==> src/rtl/cache_ctrl.sv <==
// Miss-handling controller between the CPU port, a write-back data cache and main memory.
// Optional hit/miss/write-back counters are built when CACHE_CTRL_STATS_EN is defined.
module cache_ctrl #(
  parameter int unsigned ADDR_W  = 30,
  parameter int unsigned INDEX_W = 10,
  parameter int unsigned DATA_W  = 32
) (
  input  logic                       clk,
  input  logic                       rst,
  input  logic                       cpu_rd,
  input  logic                       cpu_wr,
  input  logic [ADDR_W-1:0]          cpu_addr,
  input  logic [DATA_W-1:0]          cpu_wdata,
  output logic                       cpu_ready,
  output logic [DATA_W-1:0]          cpu_rdata,
  output logic [ADDR_W-1:0]          cache_addr,
  output logic                       cache_rd,
  output logic                       cache_wr,
  output logic [DATA_W-1:0]          cache_wdata,
  output logic                       cache_substitude,
  output logic [DATA_W-1:0]          cache_substitude_data,
  input  logic                       cache_r_hit,
  input  logic                       cache_r_miss,
  input  logic [DATA_W-1:0]          cache_data,
  input  logic                       cache_dirty_bit,
  input  logic [DATA_W-1:0]          cache_wb_data,
  input  logic [ADDR_W-INDEX_W-1:0]  cache_wb_tag,
  input  logic                       cache_substitude_fin,
  output logic                       mem_req,
  output logic                       mem_we,
  output logic [ADDR_W-1:0]          mem_addr,
  output logic [DATA_W-1:0]          mem_wdata,
  input  logic [DATA_W-1:0]          mem_rdata,
  input  logic                       mem_ack
`ifdef CACHE_CTRL_STATS_EN
  ,
  output logic [31:0]                stat_hit,
  output logic [31:0]                stat_miss,
  output logic [31:0]                stat_wb
`endif
);

  localparam int unsigned TAG_W = ADDR_W - INDEX_W;

  typedef enum logic [3:0] {
    IDLE, LOOKUP, WRITE, VICTIM, WB, REFILL, FILL, FILL_WAIT, DONE
  } state_t;

  state_t state;
  logic   write_q;
  logic   replay_q;

  // cache_addr / cache_wdata double as the latched request address and store data
  always_ff @(posedge clk) begin
    if (rst) begin
      state                 <= IDLE;
      write_q               <= 1'b0;
      replay_q              <= 1'b0;
      cpu_ready             <= 1'b0;
      cpu_rdata             <= '0;
      cache_addr            <= '0;
      cache_rd              <= 1'b0;
      cache_wr              <= 1'b0;
      cache_wdata           <= '0;
      cache_substitude      <= 1'b0;
      cache_substitude_data <= '0;
      mem_req               <= 1'b0;
      mem_we                <= 1'b0;
      mem_addr              <= '0;
      mem_wdata             <= '0;
`ifdef CACHE_CTRL_STATS_EN
      stat_hit              <= '0;
      stat_miss             <= '0;
      stat_wb               <= '0;
`endif
    end else begin
      cpu_ready        <= 1'b0;
      cache_wr         <= 1'b0;
      cache_substitude <= 1'b0;
      case (state)
        IDLE: begin
          if (cpu_wr || cpu_rd) begin
            cache_addr  <= cpu_addr;
            cache_wdata <= cpu_wdata;
            write_q     <= cpu_wr;
            replay_q    <= 1'b0;
            cache_rd    <= 1'b1;
            state       <= LOOKUP;
          end
        end
        LOOKUP: begin
          if (cache_r_hit) begin
            cache_rd <= 1'b0;
`ifdef CACHE_CTRL_STATS_EN
            if (!replay_q && stat_hit != 32'hFFFF_FFFF) stat_hit <= stat_hit + 32'd1;
`endif
            if (write_q) begin
              cache_wr <= 1'b1;
              state    <= WRITE;
            end else begin
              cpu_rdata <= cache_data;
              cpu_ready <= 1'b1;
              state     <= DONE;
            end
          end else if (cache_r_miss) begin
            cache_rd <= 1'b0;
            replay_q <= 1'b1;
`ifdef CACHE_CTRL_STATS_EN
            if (stat_miss != 32'hFFFF_FFFF) stat_miss <= stat_miss + 32'd1;
`endif
            state    <= VICTIM;
          end
        end
        WRITE: begin
          cpu_ready <= 1'b1;
          state     <= DONE;
        end
        // victim info is now registered against our index
        VICTIM: begin
          mem_req   <= 1'b1;
          mem_wdata <= cache_wb_data;
          if (cache_dirty_bit) begin
            mem_we   <= 1'b1;
            mem_addr <= {TAG_W'(cache_wb_tag), cache_addr[INDEX_W-1:0]};
            state    <= WB;
          end else begin
            mem_we   <= 1'b0;
            mem_addr <= cache_addr;
            state    <= REFILL;
          end
        end
        WB: begin
          if (mem_ack) begin
            mem_we   <= 1'b0;
            mem_addr <= cache_addr;
`ifdef CACHE_CTRL_STATS_EN
            if (stat_wb != 32'hFFFF_FFFF) stat_wb <= stat_wb + 32'd1;
`endif
            state    <= REFILL;
          end
        end
        REFILL: begin
          if (mem_ack) begin
            mem_req               <= 1'b0;
            mem_we                <= 1'b0;
            cache_substitude      <= 1'b1;
            cache_substitude_data <= mem_rdata;
            state                 <= FILL;
          end
        end
        FILL: state <= FILL_WAIT;
        FILL_WAIT: begin
          if (cache_substitude_fin) begin
            cache_rd <= 1'b1;
            state    <= LOOKUP;
          end
        end
        DONE: begin
          cpu_rdata <= '0;
          state     <= IDLE;
        end
        default: state <= IDLE;
      endcase
    end
  end

endmodule

==> config.mk <==
export PLATFORM = sky130hd
export DESIGN_NAME = cache_ctrl
export DESIGN_NICKNAME = d
export VERILOG_FILES = /design/src/rtl/cache_ctrl.sv
export SDC_FILE = /design/constraint.sdc
export NUM_CORES = 1
export LEC_CHECK = 0
export ABC_CLOCK_PERIOD_IN_PS = 2450
export BUFFER_PORTS_ARGS = -buffer_cell sky130_fd_sc_hd__buf_2
export CAP_MARGIN = 20
export CELL_PAD_IN_SITES_DETAIL_PLACEMENT = 0
export CELL_PAD_IN_SITES_GLOBAL_PLACEMENT = 1
export CORE_MARGIN = 5
export CORE_UTILIZATION = 31
export CTS_CLUSTER_DIAMETER = 200
export DETAILED_ROUTE_END_ITERATION = 8
export GPL_TIMING_DRIVEN = 0
export PLACE_DENSITY = 0.88
export RECOVER_POWER = 100
export SLEW_MARGIN = 10
export SYNTH_ARGS = -nofsm -noshare
export SYNTH_HDL_FRONTEND = slang
export SYNTH_SLANG_ARGS = --single-unit
export TNS_END_PERCENT = 50
==> constraint.sdc <==
create_clock -name clk -period 2.45 [get_ports clk]
set_input_delay 0.6125 -clock clk [delete_from_list [all_inputs] [get_ports clk]]
set_output_delay 0.6125 -clock clk [all_outputs]
set_load 0.02 [all_outputs]
# [Yosys cells after proc, flatten, opt, wreduce, memory -nomap -nowiden]
# Index checks and enable logic that the tools add are counted.
# W data, S select, Z words.
[op_classes] eq_ne=16 muxes=29 bitwise=3 n_reduce_logical=18
[ops] cell="$mux W32" count=2
[ops] cell="$pmux W32 S2" count=1
[ops] cell="$mux W30" count=2
[ops] cell="$pmux W30 S2" count=1
[ops] cell="$pmux W4 S8" count=1
[ops] cell="$mux W4" count=7
[ops] cell="$eq A4 B3 Y1 const B" count=4
[ops] cell="$ne A2 B2 Y1 const B" count=6
[ops] cell="$mux W1" count=11
[ops] cell="$reduce_and A2 Y1" count=5
[ops] cell="$eq A4 B2 Y1 const B" count=2
[ops] cell="$reduce_bool A2 Y1" count=4
[ops] cell="$pmux W1 S2" count=3
[ops] cell="$reduce_and A5 Y1" count=1
[ops] cell="$eq A4 B1 Y1 const B" count=1
[ops] cell="$eq A4 B4 Y1 const B" count=1
[ops] cell="$logic_not A4 Y1" count=1
[ops] cell="$reduce_and A4 Y1" count=1
[ops] cell="$reduce_or A2 Y1" count=2
[ops] cell="$ne A3 B3 Y1 const B" count=1
[ops] cell="$not A1 Y1" count=3
[ops] cell="$pmux W1 S3" count=1
[ops] cell="$reduce_and A3 Y1" count=1
[ops] cell="$reduce_bool A3 Y1" count=1
[ops] cell="3 further kinds" count=3
[word_totals] ff_bits=199 out_inout_bits=194 wordCells=80 in_bits=187

# [Longest topological paths before layout]
# Gate-level depths: netlist of the first run.
[depth] depth_word=4 ltp_mapped=7 mapped_depth_nobuf=4

# [Worst setup path after synthesis of the first run]
# OpenSTA, ideal clock, no wires.
[synth_timing] path_type="register to register" start="register state[3]" end="register state[0]" arrival_time_ns=1.604 required_ns=2.329 slack_ns=0.725 stages_incl_launch_ff=6 n_path_buf=1 period_less_slack_ns=1.725 setup_ns=0.121 cell_sequence="dfxtp_1 > buf_4 > or4b_1 > o32a_1 > nand2_1 > mux2_2"
[synth_via] elab_chain_len=3 word_cells_on_any_way=15 classes_between="eq/ne: 12; mux: 1; reduce/logical: 2"
[synth_lines] item="start, declared" line="49" rtl="state_t state;"
[synth_lines] item="start signal, assigned" line="56" rtl="state <= IDLE;"
[synth_lines] item="start signal, assigned" line="88" rtl="state <= LOOKUP;"
[synth_lines] item="start signal, assigned" line="99" rtl="state <= WRITE;"
[synth_lines] item="$eq A4 B1 Y1, or another cell as far along" line="80" rtl="case (state)"
[synth_lines] item="$ne A3 B3 Y1 (no source line) / $ne A2 B2 Y1 (equally long branches)"
[synth_lines] item="$reduce_and A5 Y1 (no source line)"
# Parallel ways exist; a longest one is shown, timed or not.
# A chain may end at the register's enable or synchronous reset.

# [Final worst setup path of the first run]
[layout_timing] start="register state[2]" end="register cpu_rdata[14]"
[layout_via] elab_chain_len=3 word_cells_on_any_way=7 classes_between="eq/ne: 4; mux: 1; reduce/logical: 2"
[layout_lines] item="$eq A4 B1 Y1 / $eq A4 B4 Y1 (equally long branches)" line="80"
[layout_lines] item="$ne A2 B2 Y1 (no source line) / $reduce_bool A2 Y1 (equally long branches)"
[layout_lines] item="$reduce_and A3 Y1 (no source line)"
[layout_lines] item="end signal, assigned" line="101" rtl="cpu_rdata <= cache_data;"
[layout_lines] item="end, declared" line="15" rtl="output logic [DATA_W-1:0] cpu_rdata,"
# Parallel ways exist; a longest one is shown, timed or not.

==> results of run 1 <==
==> report_power, final <==
| group | switching, mW | internal [mW] | leakage, nW |
|---|---|---|---|
| Clock | 1.43 | 1.48 | 0.294 |
| Combinational | 1.46 | 0.672 | 1.93 |
| Sequential | 0.216 | 3.56 | 1.62 |
==> state kept, by name, summed over array words and instances (netlist names) <==
| name | flops |
|---|---|
| cache_addr | 30 |
| cache_rd | 1 |
| cache_substitude | 1 |
| cache_substitude_data | 32 |
| cache_wdata | 32 |
| cache_wr | 1 |
| cpu_rdata | 32 |
| cpu_ready | 1 |
| mem_addr | 30 |
| mem_req | 1 |
| mem_wdata | 32 |
| mem_we | 1 |
| state | 4 |
| write_q | 1 |
==> cell usage after synthesis, drive strengths merged <==
cell     number  area share [%]
nand2       298              15
buf          37             3.0
o21ai         3            0.20
or2           2            0.17
nor2         67             3.4
a2111oi       2            0.26
o22ai         1           0.085
o41ai         1            0.12
o31a          1            0.12
a32oi         1            0.12
clkbuf       34             1.7
nor4b         2            0.24
dfxtp       199              54
nand4         2            0.17
and3          1           0.085
mux2          1            0.15
a221oi        1            0.20
nand3b        1            0.27
nand2b        2            0.17
nand4bb       1            0.15
a22oi        33             3.4
inv           3            0.15
and2          1           0.085
o31ai         1            0.17
and3b         1            0.12
a21oi       157              11
nor3b         2            0.36
nor3          2            0.14
a211oi       19             3.2
nor2b         2            0.17
o32a          1            0.14
a31oi         1            0.17
or4b          2            0.27
a311oi        1            0.20
nor4          1            0.29
==> cell usage in the layout (no fill, tap or decap), drive strengths merged, types with 2 or more instances in the layout <==
cell type and instances:
a2111oi 2, a211oi 19, a21oi 157, a22oi 33
buf 213, clkbuf 256, clkinv 5, dfxtp 199
inv 10, nand2 298, nand2b 2, nand4 2
nor2 67, nor2b 2, nor3 2, nor3b 2
nor4b 2, o21ai 3, or2 2, or4b 2
==> kinds of logic (layout without fill, tap and decap cells) <==
family	count (synthesis)	after routing	synth area share [%]
simple gates	387	387	21.4
compound gates	223	223	19.2
flops	199	199	54.4
buf+inv	74	486	4.87
mux	1	1	0.154
other cells	0	1	0
==> worst reg2reg max path, stage by stage, from the launching register on <==
cell and delay (ns):
dfxtp_1 0.53, clkbuf_1 0.45, nor4b_1 0.10, a31oi_1 0.39, clkbuf_1 0.42, a22oi_1 0.13, nor2_1 0.11
==> cell type report <==
| class | instances | area [um^2] | share of cell area [%] |
|---|---|---|---|
| antenna | 1 | 2.50 | 0.0251 |
| timing repair buffer | 380 | 1660 | 16.7 |
| clock inverter | 14 | 183 | 1.83 |
| sequential | 199 | 3980 | 40.0 |
| inverter | 3 | 11.3 | 0.113 |
| clock buffer | 18 | 429 | 4.31 |
| buffer | 71 | 332 | 3.33 |
| tap | 319 | 399 | 4.01 |
| multi-input combinational | 611 | 2960 | 29.7 |
==> layer usage <==
metal  wire (um)  global-route usage, %  vias up
met5           0                      0        -
met2       13100                   33.8      289
li1            -                      -     3731
met4         438                   4.61        0
met1       10700                   21.8     3498
met3        2430                   6.61       26
==> worst min-delay path by stage <==
stage	start	endpoint	slack, ns	cells after the start
after floorplan	write_q	cache_wr	0.43	2
after global placement	mem_addr[3]	mem_addr[3]	0.44	2
after detailed placement	mem_addr[7]	mem_addr[7]	0.44	2
after CTS	cache_wb_data[0]	mem_wdata[0]	0.39	3
after global routing	cpu_wdata[15]	cache_wdata[15]	0.40	3
final	cpu_addr[2]	cache_addr[2]	0.42	3
==> insert_results.sql, run 1 <==
INSERT INTO impl_metrics (metric_group, metric, value, unit) VALUES
('setup_path', 'critical_path_buf_inv_count', '2', ''),
('synthesis', 'yosys_warnings', '0', ''),
('global_route', 'initial_antenna_violation_count', '1', ''),
('detailed_routing', 'detailedRoute.firstIterationViolations', '293', ''),
('floorplan', 'chipWidth', '164', 'um'),
('floorplan', 'dieArea', '0.0268', 'mm^2'),
('timing', 'report.final.hold_viol_count', '0', ''),
('timing', 'unrepaired_setup_endpoints_after_global_routing', 'false', ''),
('detailed_routing', 'drc', '0', ''),
('timing', 'holdWs', '0.416', 'ns'),
('timing', 'timing.final.crit_share', '89.3', '%'),
('floorplan', 'initial_core_util', '31.4', '%'),
('clock_tree', 'clock_tree.htree_level_count', '4', ''),
('detailed_routing', 'wire_per_inst', '16.5', 'um'),
('worst_hold_path', 'worstHoldPathType', 'in2reg', ''),
('setup_path', 'endpoint_kind', 'flip-flop', ''),
('setup_path', 'critical_path_data_arrival_time', '2.55', 'ns'),
('placement', 'place_congestion', '0.835', ''),
('detailed_routing', 'post_route_antenna_net_violation_count', '0', ''),
('setup_path', 'worst_path_max_delay_cell', 'dfxtp_1', ''),
('timing', 'final.setup_skew', '0.0108', 'ns'),
('synthesis', 'synthesis.area', '0.00732', 'mm^2'),
('power_and_ir_drop', 'ir_worst_vdd', '497', 'uV'),
('clock_tree', 'cts_tree', 'built', ''),
('setup_path', 'worstSetupStartpoint', 'state[2]', ''),
('run_status', 'outcome', 'complete, no violations', ''),
('clock_tree', 'root_buffer', 'clkbuf_16', ''),
('finish', 'fillCellCount', '2577', ''),
('global_route', 'number_of_global_route_vias_before_repair', '7375', ''),
('synthesis', 'synthCells', '884', ''),
('timing', 'report.final.setup_viol', '0', ''),
('floorplan', 'die_height', '164', 'um'),
('setup_path', 'regToRegEndpoint', 'cpu_rdata[14]', ''),
('timing', 'max_slew.worst_pin.slew', '0.996', 'ns'),
('placement', 'placement.io_buffers', '380', ''),
('synthesis', 'syn_avg_cell_area', '8.28', 'um^2'),
('placement', 'dpl_cell_area', '0.00962', 'mm^2'),
('clock_tree', 'cts_buffers', '17', ''),
('finish', 'post_route_cells_drive_above_1_share', '20.8', '%'),
('detailed_routing', 'first_pass_iters', '5', ''),
('clock_tree', 'clkSinkCount', '199', ''),
('finish', 'final-instance-count-excl-fill', '1616', ''),
('floorplan', 'core.rowCount', '56', ''),
('setup_path', 'cp-start-kind', 'flip-flop', ''),
('timing', 'layout_min_cycle_time', '2.19', 'ns'),
('setup_path', 'timing_worst_setup_path_type', 'reg2reg', ''),
('synthesis', 'synthesis.nets', '1071', ''),
('global_route', 'grt-ovfl-total', '0', ''),
('clock_tree', 'postCtsHoldBufs', '0', ''),
('finish', 'num-nets-final', '1470', ''),
('detailed_routing', 'wl_final', '26.7', 'mm'),
('setup_path', 'delay_of_the_slowest_critical_path_stage', '0.53', 'ns'),
('timing', 'final_count_of_pins_violating_max_slew', '0', ''),
('floorplan', 'core', '0.0233', 'mm^2'),
('detailed_routing', 'vias', '7544', ''),
('timing', 'fin_ws', '0.263', 'ns'),
('clock_tree', 'path_clk_slew', '0.08', 'ns'),
('clock_tree', 'clk-insertion-delay-late', '0.43', 'ns'),
('clock_tree', 'post-cts-setup-buffers', '0', ''),
('setup_path', 'reg2reg_setup_slack', '0.26', 'ns'),
('setup_path', 'timing.rr.start', 'state[2]', ''),
('setup_path', 'most_frequent_cp_cell', 'clkbuf_1', ''),
('timing', 'timing.setup.tns', '0', 'ns'),
('finish', 'final_core_util', '42.7', '%'),
('power_and_ir_drop', 'fin_total_pwr', '8.82', 'mW'),
('setup_path', 'crit_path_max_fanout', '10', ''),
('synthesis', 'seq_area_frac_synth', '54.4', '%'),
('run', 'max_cap_viol_count', '0', ''),
('clock_tree', 'cts_resized', '0', ''),
('global_route', 'grt_pass1_wl', '40.1', 'mm'),
('finish', 'synthToLayoutAreaGrowth', '36.0', '%');
Note: power is estimated with default switching activity, not from simulation.
==> inputs of run 2 (changes only) <==
--- a/config.mk
+++ b/config.mk
@@ -12,10 +12,9 @@
 export CELL_PAD_IN_SITES_GLOBAL_PLACEMENT = 1
 export CORE_MARGIN = 5
 export CORE_UTILIZATION = 31
-export CTS_CLUSTER_DIAMETER = 200
+export CTS_CLUSTER_DIAMETER = 40
 export DETAILED_ROUTE_END_ITERATION = 8
-export GPL_TIMING_DRIVEN = 0
-export PLACE_DENSITY = 0.88
+export PLACE_DENSITY = 0.79
 export RECOVER_POWER = 100
 export SLEW_MARGIN = 10
 export SYNTH_ARGS = -nofsm -noshare
==> run 2 against run 1 <==
First-iteration DRC count up 68%. Sequential share of layout area up 0.64 points. Critical path depth fell by 1. Fmax grew 4.8%. Sequential cell count unchanged. Sequential power is essentially flat. Worst setup slack gained 0.10 ns. Critical endpoint is now cpu_rdata[15].
==> insert_results.sql, run 2 (synthesis gave the netlist of run 1 again) <==
INSERT INTO impl_metrics (metric_group, metric, value, unit) VALUES
('placement', 'placement.io_buffers', '380', ''),
('finish', 'num-nets-final', '1418', ''),
('floorplan', 'core.rowCount', '56', ''),
('timing', 'layout_min_cycle_time', '2.09', 'ns'),
('clock_tree', 'post-cts-setup-buffers', '0', ''),
('setup_path', 'crit_path_max_fanout', '33', ''),
('detailed_routing', 'detailedRoute.firstIterationViolations', '491', ''),
('clock_tree', 'root_buffer', 'clkbuf_16', ''),
('clock_tree', 'clock_tree.buffer_depth', '2', ''),
('finish', 'synthToLayoutAreaGrowth', '33.9', '%'),
('setup_path', 'critical_path_data_arrival_time', '2.45', 'ns'),
('placement', 'place_congestion', '0.780', ''),
('floorplan', 'core', '0.0233', 'mm^2'),
('setup_path', 'worst_path_max_delay_cell', 'dfxtp_1', ''),
('power_and_ir_drop', 'power.density_cell_area', '873', 'mW/mm^2'),
('timing', 'max_slew.worst_pin.slew', '1.21', 'ns'),
('global_route', 'initial_antenna_violation_count', '3', ''),
('global_route', 'grt_pass1_wl', '37.2', 'mm'),
('setup_path', 'regToRegEndpoint', 'cpu_rdata[15]', ''),
('placement', 'post-dp-hpwl', '17.6', 'mm'),
('run', 'max_cap_viol_count', '0', ''),
('detailed_routing', 'post_route_antenna_net_violation_count', '0', ''),
('timing', 'unrepaired_setup_endpoints_after_global_routing', 'false', ''),
('global_route', 'largest_net_degree_at_the_start_of_global_routing', '75', ''),
('worst_hold_path', 'worstHoldPathType', 'in2reg', ''),
('floorplan', 'die_height', '164', 'um'),
('setup_path', 'critical_path.cell_chain', 'clkbuf_1 > and3_1 > clkbuf_2 > a22oi_1 > nor2_1', ''),
('detailed_routing', 'wl_final', '24.3', 'mm'),
('finish', 'final_cell_mix', '298 x nand2_1, 199 x dfxtp_1, 198 x clkbuf_1', ''),
('setup_path', 'timing.rr.start', 'state[0]', ''),
('detailed_routing', 'vias_per_cell', '4.56', ''),
('timing', 'relSlewSlack', '19.5', '%'),
('detailed_routing', 'first_pass_iters', '7', ''),
('floorplan', 'dieArea', '0.0268', 'mm^2'),
('power_and_ir_drop', 'ir_worst_vdd', '375', 'uV'),
('floorplan', 'initial_core_util', '31.4', '%'),
('clock_tree', 'clkSinkCount', '199', ''),
('detailed_routing', 'wire_per_inst', '15.6', 'um'),
('finish', 'layout.cells.most_common', 'nand2_1', ''),
('setup_path', 'cp-start-kind', 'flip-flop', ''),
('timing', 'report.final.hold_viol_count', '0', ''),
('worst_hold_path', 'hp-start', 'cache_wb_data[9]', ''),
('worst_hold_path', 'timing.hold.worst_path_depth', '3', ''),
('floorplan', 'chipWidth', '164', 'um'),
('setup_path', 'worst_path_dominant_cell_family', 'buffers and inverters', ''),
('clock_tree', 'postCtsHoldBufs', '0', ''),
('clock_tree', 'clk-insertion-delay-late', '0.43', 'ns'),
('floorplan', 'top_level_i_o_count', '381', ''),
('detailed_routing', 'drc', '0', ''),
('power_and_ir_drop', 'fin_total_pwr', '8.55', 'mW'),
('clock_tree', 'cts_tree', 'built', ''),
('finish', 'final_core_util', '42.0', '%'),
('run_status', 'outcome', 'complete, no violations', ''),
('global_route', 'number_of_global_route_vias_before_repair', '6939', ''),
('timing', 'final_count_of_pins_violating_max_slew', '0', ''),
('clock_tree', 'clock_tree.htree_level_count', '4', ''),
('timing', 'timing.final.crit_share', '85.1', '%'),
('setup_path', 'cp_data_required_time', '2.81', 'ns'),
('global_route', 'groute.usage.overall', '17.3', '%'),
('worst_hold_path', 'timing.hold.worst_endpoint', 'mem_wdata[9]', ''),
('setup_path', 'critical_path_buf_inv_count', '2', ''),
('finish', 'post_route_cells_drive_above_1_share', '21.1', '%'),
('clock_tree', 'cts_resized', '0', ''),
('timing', 'final.setup_skew', '0.0130', 'ns'),
('setup_path', 'timing_worst_setup_path_type', 'reg2reg', ''),
('global_route', 'grt-ovfl-total', '0', ''),
('setup_path', 'endpoint_kind', 'flip-flop', ''),
('setup_path', 'reg2reg_setup_slack', '0.36', 'ns'),
('clock_tree', 'path_clk_slew', '0.08', 'ns'),
('detailed_routing', 'vias', '7130', ''),
('power_and_ir_drop', 'power.leakage', '3.76', 'nW'),
('timing', 'fmaxAchievable', '0.479', 'GHz'),
('clock_tree', 'cts_buffers', '17', ''),
('timing', 'report.final.setup_viol', '0', ''),
('setup_path', 'delay_of_the_slowest_critical_path_stage', '0.62', 'ns'),
('setup_path', 'timing.reg2reg.worst_path_depth', '5', ''),
('timing', 'timing.setup.tns', '0', 'ns');
## run 2: cell count changes in the layout (fill, tap and decap cells not counted), sizes merged
cell	before	now
bufinv	1	0
clkinvlp	1	0
buf	213	200
inv	10	11
clkbuf	256	218
## run 2: worst max path at each step
stage	depth (start not counted)	slack, ns	from	to
floorplan	5	0.73	state[3]	state[0]
global placement	5	0.50	state[0]	cache_substitude_data[27]
detailed placement	5	0.45	cpu_wr	cache_addr[17]
CTS	5	0.48	state[3]	cache_addr[17]
global route	5	0.17	state[1]	mem_addr[14]
finish	5	0.36	state[0]	cpu_rdata[15]
## run 2: worst reg2reg max path: cells and delay by family (launching register included)
| family | cells | cell delay [ns] |
|---|---|---|
| buffers and inverters | 2 | 0.89 |
| flip-flops | 1 | 0.62 |
| AND/OR/NAND/NOR | 2 | 0.31 |
| AO/OA/AOI/OAI | 1 | 0.21 |
## run 2: metrics by stage
stage          worst slack (ns)  hold WS, ns  instance area, um^2  cells
2_1_floorplan             0.725        0.427                 7320    884
3_3_place_gp              0.498        0.435                 9520   1531
3_5_place_dp              0.447        0.443                 9520   1531
4_1_cts                   0.481        0.394                10100   1563
5_1_grt                   0.167        0.402                 9800   1564
6_report                  0.364        0.422                 9800   1564
## run 2: power breakdown
| part | internal [mW] | leakage [nW] | switching, mW |
|---|---|---|---|
| logic | 0.650 | 1.86 | 1.39 |
| registers | 3.56 | 1.62 | 0.228 |
| clock network | 1.36 | 0.278 | 1.37 |
| total | 5.57 | 3.76 | 2.99 |
## run 2: layer usage
metal / wire length [um] / up-vias / global-route usage [%]
li1: - / 3625 / -
met1: 10400 / 3229 / 21.4
met2: 11600 / 251 / 29.2
met3: 1990 / 21 / 5.63
met4: 361 / 4 / 4.54
met5: 14 / - / 0
## run 2: area by class of cell
class / instances / area (um^2)
multi-input cells: 611 / 2980
repair buffers: 399 / 1860
clock inverters: 13 / 135
well taps: 319 / 399
diodes: 1 / 2.50
fillers: 2570 / 13500
clock buffers: 19 / 433
flip-flops and latches: 199 / 3980
inverters: 3 / 11.3
